**config.mk**
```make
export PLATFORM = sky130hd
export DESIGN_NAME = redirect_ctrl
export DESIGN_NICKNAME = d
export VERILOG_FILES = /design/src/rtl/npc_ctrl_pkg.sv /design/src/rtl/fetch_credit_cnt.sv /design/src/rtl/redirect_ctrl.sv
export SDC_FILE = /design/constraint.sdc
export NUM_CORES = 1
export LEC_CHECK = 0
export ABC_AREA = 1
export BUFFER_PORTS_ARGS = -buffer_cell sky130_fd_sc_hd__buf_2
export CAP_MARGIN = 20
export CORE_UTILIZATION = 36
export DETAILED_ROUTE_END_ITERATION = 10
export PLACE_DENSITY_LB_ADDON = 0.12
export SLEW_MARGIN = 25
export SYNTH_ARGS = -nofsm -noshare
export SYNTH_HDL_FRONTEND = slang
export SYNTH_HIERARCHICAL = 1
export SYNTH_SLANG_ARGS = --single-unit
```
**constraint.sdc**
```tcl
create_clock -name clk -period 1.7 [get_ports clk]
set_clock_uncertainty 0.1 [all_clocks]
set_input_delay 0.085 -clock clk [delete_from_list [all_inputs] [get_ports clk]]
set_output_delay 0.085 -clock clk [all_outputs]
set_load 0.05 [all_outputs]
```
**src/rtl/npc_ctrl_pkg.sv**
```systemverilog
// Shared types and constants for the next-PC redirect controller.
// Holds the FSM state encoding, the credit-counter sizing and the sequential PC step.
package npc_ctrl_pkg;

   typedef enum logic [1:0] {
      IDLE  = 2'd0,
      REDIR = 2'd1,
      DRAIN = 2'd2
   } state_t;

   localparam int MAX_OUT_DEF = 4;
   localparam logic [31:0] PC_INC = 32'd4;

   function automatic int cnt_width(input int max_out);
      return $clog2(max_out + 1);
   endfunction

   localparam int CNT_W = cnt_width(MAX_OUT_DEF);

endpackage

```
**src/rtl/fetch_credit_cnt.sv**
```systemverilog
// In-flight fetch bookkeeping: counts outstanding IFU requests and, after a redirect,
// how many of the already-issued (now stale) responses still have to be discarded.
module fetch_credit_cnt
   import npc_ctrl_pkg::*;
#(
   parameter int MAX_OUT = MAX_OUT_DEF,
   parameter int CW      = cnt_width(MAX_OUT)
) (
   input  logic          clk,
   input  logic          rst_n,
   input  logic          req_fire,
   input  logic          resp_fire,
   input  logic          redir_fire,
   output logic [CW-1:0] outstanding,
   output logic [CW-1:0] kill_cnt,
   output logic [CW-1:0] kill_load
);

   localparam logic [CW-1:0] MAX_V = CW'(MAX_OUT);

   // A response returning in the redirect cycle is itself stale, so it is not left to kill.
   always_comb begin
      kill_load = outstanding;
      if (resp_fire && outstanding != '0) begin
         kill_load = outstanding - CW'(1);
      end
   end

   // Illegal request/response bursts saturate instead of wrapping.
   always_ff @(posedge clk or negedge rst_n) begin
      if (!rst_n) begin
         outstanding <= '0;
      end else if (req_fire && !resp_fire && outstanding != MAX_V) begin
         outstanding <= outstanding + CW'(1);
      end else if (!req_fire && resp_fire && outstanding != '0) begin
         outstanding <= outstanding - CW'(1);
      end
   end

   always_ff @(posedge clk or negedge rst_n) begin
      if (!rst_n) begin
         kill_cnt <= '0;
      end else if (redir_fire) begin
         kill_cnt <= kill_load;
      end else if (resp_fire && kill_cnt != '0) begin
         kill_cnt <= kill_cnt - CW'(1);
      end
   end

endmodule

```
**src/rtl/redirect_ctrl.sv**
```systemverilog
// Branch-resolution redirect controller: detects mispredicts from the EXU, flushes the
// front end, hands the correct PC to the IFU and discards responses fetched down the wrong path.
module redirect_ctrl
   import npc_ctrl_pkg::*;
#(
   parameter int MAX_OUT = MAX_OUT_DEF
) (
   input  logic        clk,
   input  logic        rst_n,
   input  logic        ex_valid,
   output logic        ex_ready,
   input  logic [31:0] ex_pc,
   input  logic        ex_taken,
   input  logic [31:0] ex_target,
   input  logic        ex_pred_taken,
   input  logic [31:0] ex_pred_target,
   output logic        redir_valid,
   input  logic        redir_ready,
   output logic [31:0] redir_pc,
   output logic        flush,
   input  logic        ifu_req_fire,
   input  logic        ifu_resp_fire,
   output logic        fetch_allow,
   output logic        drop_resp,
   output logic [31:0] br_cnt,
   output logic [31:0] mis_cnt
);

   localparam int CW = cnt_width(MAX_OUT);

   state_t          state, next_state;
   logic            accept, mispredict, redir_fire;
   logic [31:0]     correct_pc;
   logic [CW-1:0]   outstanding, kill_cnt, kill_load;

   fetch_credit_cnt #(.MAX_OUT(MAX_OUT), .CW(CW)) u_credit (
      .clk         (clk),
      .rst_n       (rst_n),
      .req_fire    (ifu_req_fire),
      .resp_fire   (ifu_resp_fire),
      .redir_fire  (redir_fire),
      .outstanding (outstanding),
      .kill_cnt    (kill_cnt),
      .kill_load   (kill_load)
   );

   always_comb begin
      mispredict = (ex_taken != ex_pred_taken) || (ex_taken && (ex_target != ex_pred_target));
      correct_pc = ex_taken ? {ex_target[31:1], 1'b0} : ex_pc + PC_INC;
   end

   // flush is gated by rst_n so a mispredict presented during reset never escapes.
   always_comb begin
      next_state  = state;
      ex_ready    = 1'b0;
      redir_valid = 1'b0;
      redir_fire  = 1'b0;
      flush       = 1'b0;
      unique case (state)
         IDLE: begin
            ex_ready = 1'b1;
            if (ex_valid && mispredict) begin
               flush      = rst_n;
               next_state = REDIR;
            end
         end
         REDIR: begin
            redir_valid = 1'b1;
            if (redir_ready) begin
               redir_fire = 1'b1;
               next_state = (kill_load != '0) ? DRAIN : IDLE;
            end
         end
         DRAIN: begin
            if (kill_cnt == '0 || (ifu_resp_fire && kill_cnt == CW'(1))) begin
               next_state = IDLE;
            end
         end
         default: next_state = IDLE;
      endcase
   end

   assign accept      = ex_valid && ex_ready;
   assign drop_resp   = (state == REDIR) || (kill_cnt != '0);
   assign fetch_allow = (outstanding < CW'(MAX_OUT)) && (state != REDIR);

   always_ff @(posedge clk or negedge rst_n) begin
      if (!rst_n) begin
         state <= IDLE;
      end else begin
         state <= next_state;
      end
   end

   always_ff @(posedge clk or negedge rst_n) begin
      if (!rst_n) begin
         redir_pc <= '0;
         br_cnt   <= '0;
         mis_cnt  <= '0;
      end else if (accept) begin
         br_cnt <= br_cnt + 32'd1;
         if (mispredict) begin
            mis_cnt  <= mis_cnt + 32'd1;
            redir_pc <= correct_pc;
         end
      end
   end

   a_req_without_credit: assert property (@(posedge clk) disable iff (!rst_n)
      !(ifu_req_fire && !fetch_allow));
   a_resp_without_req: assert property (@(posedge clk) disable iff (!rst_n)
      !(ifu_resp_fire && outstanding == '0));

endmodule

```
# After elaboration in Yosys (flattened, before gate mapping)
# Index checks and enable logic that the tools add are counted.
# Widths: inputs -> output; s select.
[word_totals]
input_bits = 104
word_cells = 65
reg_bits = 104
[op_classes]
n_addsub = 6
n_eq_ne = 10
muxes = 17
order_cmp = 1
n_reduce_logical = 25
[op_table]
columns = ["op", "n"]
rows = [
  ["$add 32x1->32 const B", 2],
  ["$add 32x3->32 const B", 1],
  ["$mux 32", 1],
  ["$ne 32x32->1", 1],
  ["$mux 3", 5],
  ["$logic_and 1x1->1", 11],
  ["$reduce_bool 3->1", 3],
  ["$mux 2", 4],
  ["$mux 1", 6],
  ["$ne 2x2->1 const B", 3],
  ["$pmux 2 s3", 1],
  ["$sub 3x1->3 const B", 2],
  ["$reduce_bool 2->1", 2],
  ["$add 3x1->3 const B", 1],
  ["$eq 3x1->1 const B", 1],
  ["$logic_not 3->1", 1],
  ["$logic_or 1x1->1", 3],
  ["$lt 3x3->1 const B", 1],
  ["$ne 3x3->1 const B", 1],
  ["$reduce_and 3->1", 1],
  ["$eq 2x1->1 const B", 1],
  ["$eq 2x2->1 const B", 1],
  ["$logic_not 1->1", 2],
  ["$logic_not 2->1", 1],
  ["other kinds (3)", 3],
]

# Depth between registers and ports, before layout
[logic_depth]
ltp_word = 7
mapped_depth = 14
ltp_nobuf = 12

# Cells and area by module
# The synthesis kept the hierarchy.
[modules_own_cells]
columns = ["mod", "area_each_um2", "n_inst", "seq_area_each_um2", "cells_per_inst"]
rows = [
  ["redirect_ctrl", 7344.5, 1, 2452.4, 1151],
  ["fetch_credit_cnt", 509.2, 1, 150.1, 76],
]

# Worst setup path after synthesis
# OpenSTA, ideal clock, no wires.
[synth_path]
path_type = "register to output"
from = "reg state[1]"
to = "out flush"
required_ps = 1515
path_slack_ps = -522
path_stages_with_launch = 8
t_arrival_ps = 2037
path_cell_list = "dfrtp_1 -> nor2_4 -> nand2_4 -> inv_2 -> nand3_2 -> buf_6 -> buf_4 -> nor2_1"
[synth_via]
elab_chain_len = 2
[synth_rtl]
columns = ["element", "line_no", "rtl"]
rows = [
  ["start: declaration", "redirect_ctrl.sv:31", "state_t state, next_state;"],
  ["start signal: assignment", "redirect_ctrl.sv:91", "state <= next_state;"],
  ["$logic_not 2->1", "redirect_ctrl.sv:59", "unique case (state)"],
  ["$mux 1", "redirect_ctrl.sv:59", ""],
  ["end: declaration", "redirect_ctrl.sv:20", "output logic flush,"],
]
# Every way passes these cells.

# Final worst setup path
[layout_path]
from = "reg state[1]"
to = "reg br_cnt[21]"
[layout_via]
elab_chain_len = 3
[layout_rtl]
columns = ["element", "line_no", "rtl"]
rows = [
  ["$logic_not 2->1", "redirect_ctrl.sv:59", ""],
  ["$mux 1", "redirect_ctrl.sv:59", ""],
  ["$logic_and 1x1->1", "redirect_ctrl.sv:83", "assign accept = ex_valid && ex_ready;"],
  ["end signal: assignment", "redirect_ctrl.sv:101", "br_cnt <= br_cnt + 32'd1;"],
  ["end: declaration", "redirect_ctrl.sv:25", "output logic [31:0] br_cnt,"],
]
# Every way passes these cells.
# A chain may end at the register's enable or synchronous reset.

==> results.yml <==
power:
  clkPwrFrac_pct: 19.1
  power_switching_w: 0.005498
  vdd_drop_max_mv: 0.7445
  pwr-share-comb_pct: 50.0
  internal_power_w: 0.006025
  sw_frac_of_total_pct: 47.72
  p_leak_nw: 5.628
  power.density_nw_per_um2: 1093
  seqPwrFrac_pct: 30.9
  finalPower_w: 0.01152
sta:
  fmax_ghz: 0.5911
  period_share_pct: 99.51
  worstMarginPinSlew_ps: 662.7
  report.final.setup_viol: 0
  rsz0062_at_grt: "yes"
  timing.slew.headroom_pct: 55.82
  whs_ps: 13.16
  slew_viol_final: 0
  hold_violations: 0
  finalCriticalPeriod_ps: 1692
  tns_ps: 0
global_route:
  grt_use_total_pct: 22.93
  grt_start_max_net_pins: 65
  grt_antenna_before_repair: 1
  grt_overflow: 0
  grt_pass1_vias: 7975
  grt_pass1_wl_mm: 40.12
clock_tree:
  cts_buffer_depth: 2
  cts_buffers: 9
  clock_latency_ps: 360
  clk_pin_slew_ps: 70
  root_buffer: "clkbuf_16"
  cts_tree: "built"
  htree_levels: 3
  cts_sinks: 104
placement:
  gp_congestion: 0.9167
  hpwl_mm: 20.21
  port_buffers: 204
yosys:
  synth-seq-cells: 104
  async_reset_ff_share_pct: 100.0
  synth-edff-count: 0
  seq_area_frac_synth_pct: 33.14
  synth.avg_cell_area_um2: 6.401
  synthFlopType: "dfrtp_1"
  ys_warn_count: 6
  synthCells: 1227
  postSynthNetCount: 1339
  ys_types: 38
  synth.cell_area_um2: 7854
critical_path:
  max_stage_delay_ps: 410
  crit_arrival_ps: 1830
  crit_path_end_kind: "flop"
  cp.required_ps: 1840
  crit_chain: "nor2_4 > nand2_4 > nor2_4 > nand3_4 > nor3_4 > nand4_1 > xor2_1"
  crit_top_cell: "nor2_4"
  cp_slowest_cell: "dfrtp_1"
  worstSetupStartpointType: "flop"
  crit_type: "reg -> reg"
  critPathMaxFanout: 4
floorplan:
  initial_core_util_pct: 37.01
  core.rowCount: 53
  dieHeight_um: 149.7
  core_um2: 21220
  die_area_um2: 22410
  fp.dieW_um: 149.7
  ios: 205
routing:
  initialDrtViolationCount: 413
  viasPerCell: 4.812
  wl_mm: 25.60
  postRouteAntennaNets: 0
  dr_total_vias: 8652
  post_drt_wl_per_cell_um: 14.24
  dr.pass1.iters: 6
  post-route-drc-count: 0
run_status:
  status: "finished clean"
hold_path:
  min_path_type: "in -> reg"
finish:
  drive_gt1_share_pct: 28.71
  utilization_pct: 49.68
  nets: 1630
  area_delta_synth_final_pct: 34.24
job:
  max_cap_viol_count: 0
[worst max-delay path, delay by kind of cell (launching register included)]
kind                      cells  cell delay (ps)
DFF                           1              410
and+or+nand+nor               6              900
xor gates and xnor gates      1              170
[cell families (layout without fill, tap and decap cells)]
family / after synthesis / count (layout) / synth area share, %
adder cells (fa/ha/maj): 8 / 8 / 1.275
other: 0 / 1 / 0
AND/OR/NAND/NOR: 857 / 857 / 47.43
AO/OA/AOI/OAI: 26 / 26 / 1.928
buffers and inverters: 167 / 462 / 8.985
flip-flops: 104 / 104 / 33.14
XOR/XNOR: 65 / 65 / 7.249
[per-stage QoR]
| step | worst slack, ps | instances | instance area (um^2) |
|---|---|---|---|
| 4_1_cts | -30.34 | 1787 | 10320 |
| 2_1_floorplan | -168.4 | 1227 | 7961 |
| 6_report | 8.248 | 1798 | 10540 |
| 3_3_place_gp | -220.2 | 1760 | 9866 |
| 3_5_place_dp | -210.4 | 1760 | 9866 |
| 5_1_grt | -93.60 | 1798 | 10540 |
[layer usage]
layer	vias to the layer above	track usage, %	share of wire, %
met5	-	0	0
met4	0	7.071	1.8
met3	31	2.591	5.1
met2	257	38.54	48
met1	3920	30.70	45
li1	4444	-	-
[cell usage in the layout, fill, tap and decap left out, types with 2 or more instances in the layout]
cell type and instances:
ha_1 5, dfrtp_2 41, buf_12 6, xnor2_1 23, xnor2_2 2, o21bai_1 3, buf_6 2, nand2_4 2
nand3_4 4, inv_2 7, buf_2 201, clkbuf_16 9, nor2_2 16, nor2_4 11, nor2_1 133, buf_4 98
inv_1 122, clkbuf_8 2, o22ai_1 2, nand2_2 5, dlygate4sd3_1 8, nand2_1 521, clkinvlp_4 2, nand4_1 80
nand3_1 47, dfrtp_1 63, o21ai_0 16, xor2_1 40, ha_4 3, and2_1 2, nor3_1 6, nor3_4 3
nand3b_1 9, nor3_2 10, nand3_2 3
[path summary, 6_finish.rpt]
check	slack, ps	to	depth (start not counted)	startpoint
min	10	u_credit/outstanding[2]	5	ifu_req_fire
max in group asynchronous	640	mis_cnt[9]	3	rst_n
min in group asynchronous	220	mis_cnt[21]	3	rst_n
max reg2reg	8	br_cnt[21]	7	state[1]
min reg2reg	380	redir_pc[28]	2	redir_pc[28]
max	8	br_cnt[21]	7	state[1]
[final cells by class]
class,instances,area [um^2]
Fill cell,2272,10680
Timing Repair Buffer,316,1979
Sequential cell,104,2654
Inverter,131,501.7
Clock inverter,4,53.80
Antenna cell,1,2.502
Multi-Input combinational cell,956,4755
Tap cell,275,344.1
Clock buffer,11,252.7
[synthesized netlist by cell type, types with 3 or more instances]
master,n,area share [%]
buf_2,6,0.38
o21ai_0,16,1.0
xor2_1,40,4.5
nand3b_1,9,0.86
clkbuf_1,11,0.53
nor2_2,7,0.56
nand3_2,4,0.51
buf_4,5,0.48
nor3_1,15,0.96
nor2_4,6,0.86
buf_6,7,1.0
dfrtp_1,104,33
ha_1,8,1.3
nand3_1,48,3.1
nand4_1,80,6.4
nand2_1,525,25
inv_1,124,5.9
xnor2_1,25,2.8
inv_2,7,0.33
o21bai_1,3,0.29
buf_1,7,0.33
nor2_1,147,7.0
[state kept, by name, indices dropped and copies added (netlist names)]
name	count
state	2
u_credit/kill_cnt	3
br_cnt	32
u_credit/outstanding	3
redir_pc	32
mis_cnt	32
[power groups by stage]
| stage | logic [W] | registers, W | clock network (W) |
|---|---|---|---|
| 2_1_floorplan | 0.00210 | 0.00530 | 0 |
| 3_3_place_gp | 0.00550 | 0.00362 | 0 |
| 3_5_place_dp | 0.00553 | 0.00363 | 0 |
| 4_1_cts | 0.00563 | 0.00358 | 0.00227 |
| 5_1_grt | 0.00621 | 0.00363 | 0.00236 |
| 6_report | 0.00576 | 0.00356 | 0.00220 |
[what timing repair did]
item	in CTS	in global routing
endpoints found under the hold margin	112	0
resized for setup	9	38
cloned	0	0
buffers inserted	4	10
pin swaps	3	7
hold buffers	8	0
setup endpoints to repair	4	41
No activity file was read; power rests on OpenSTA's default activity.
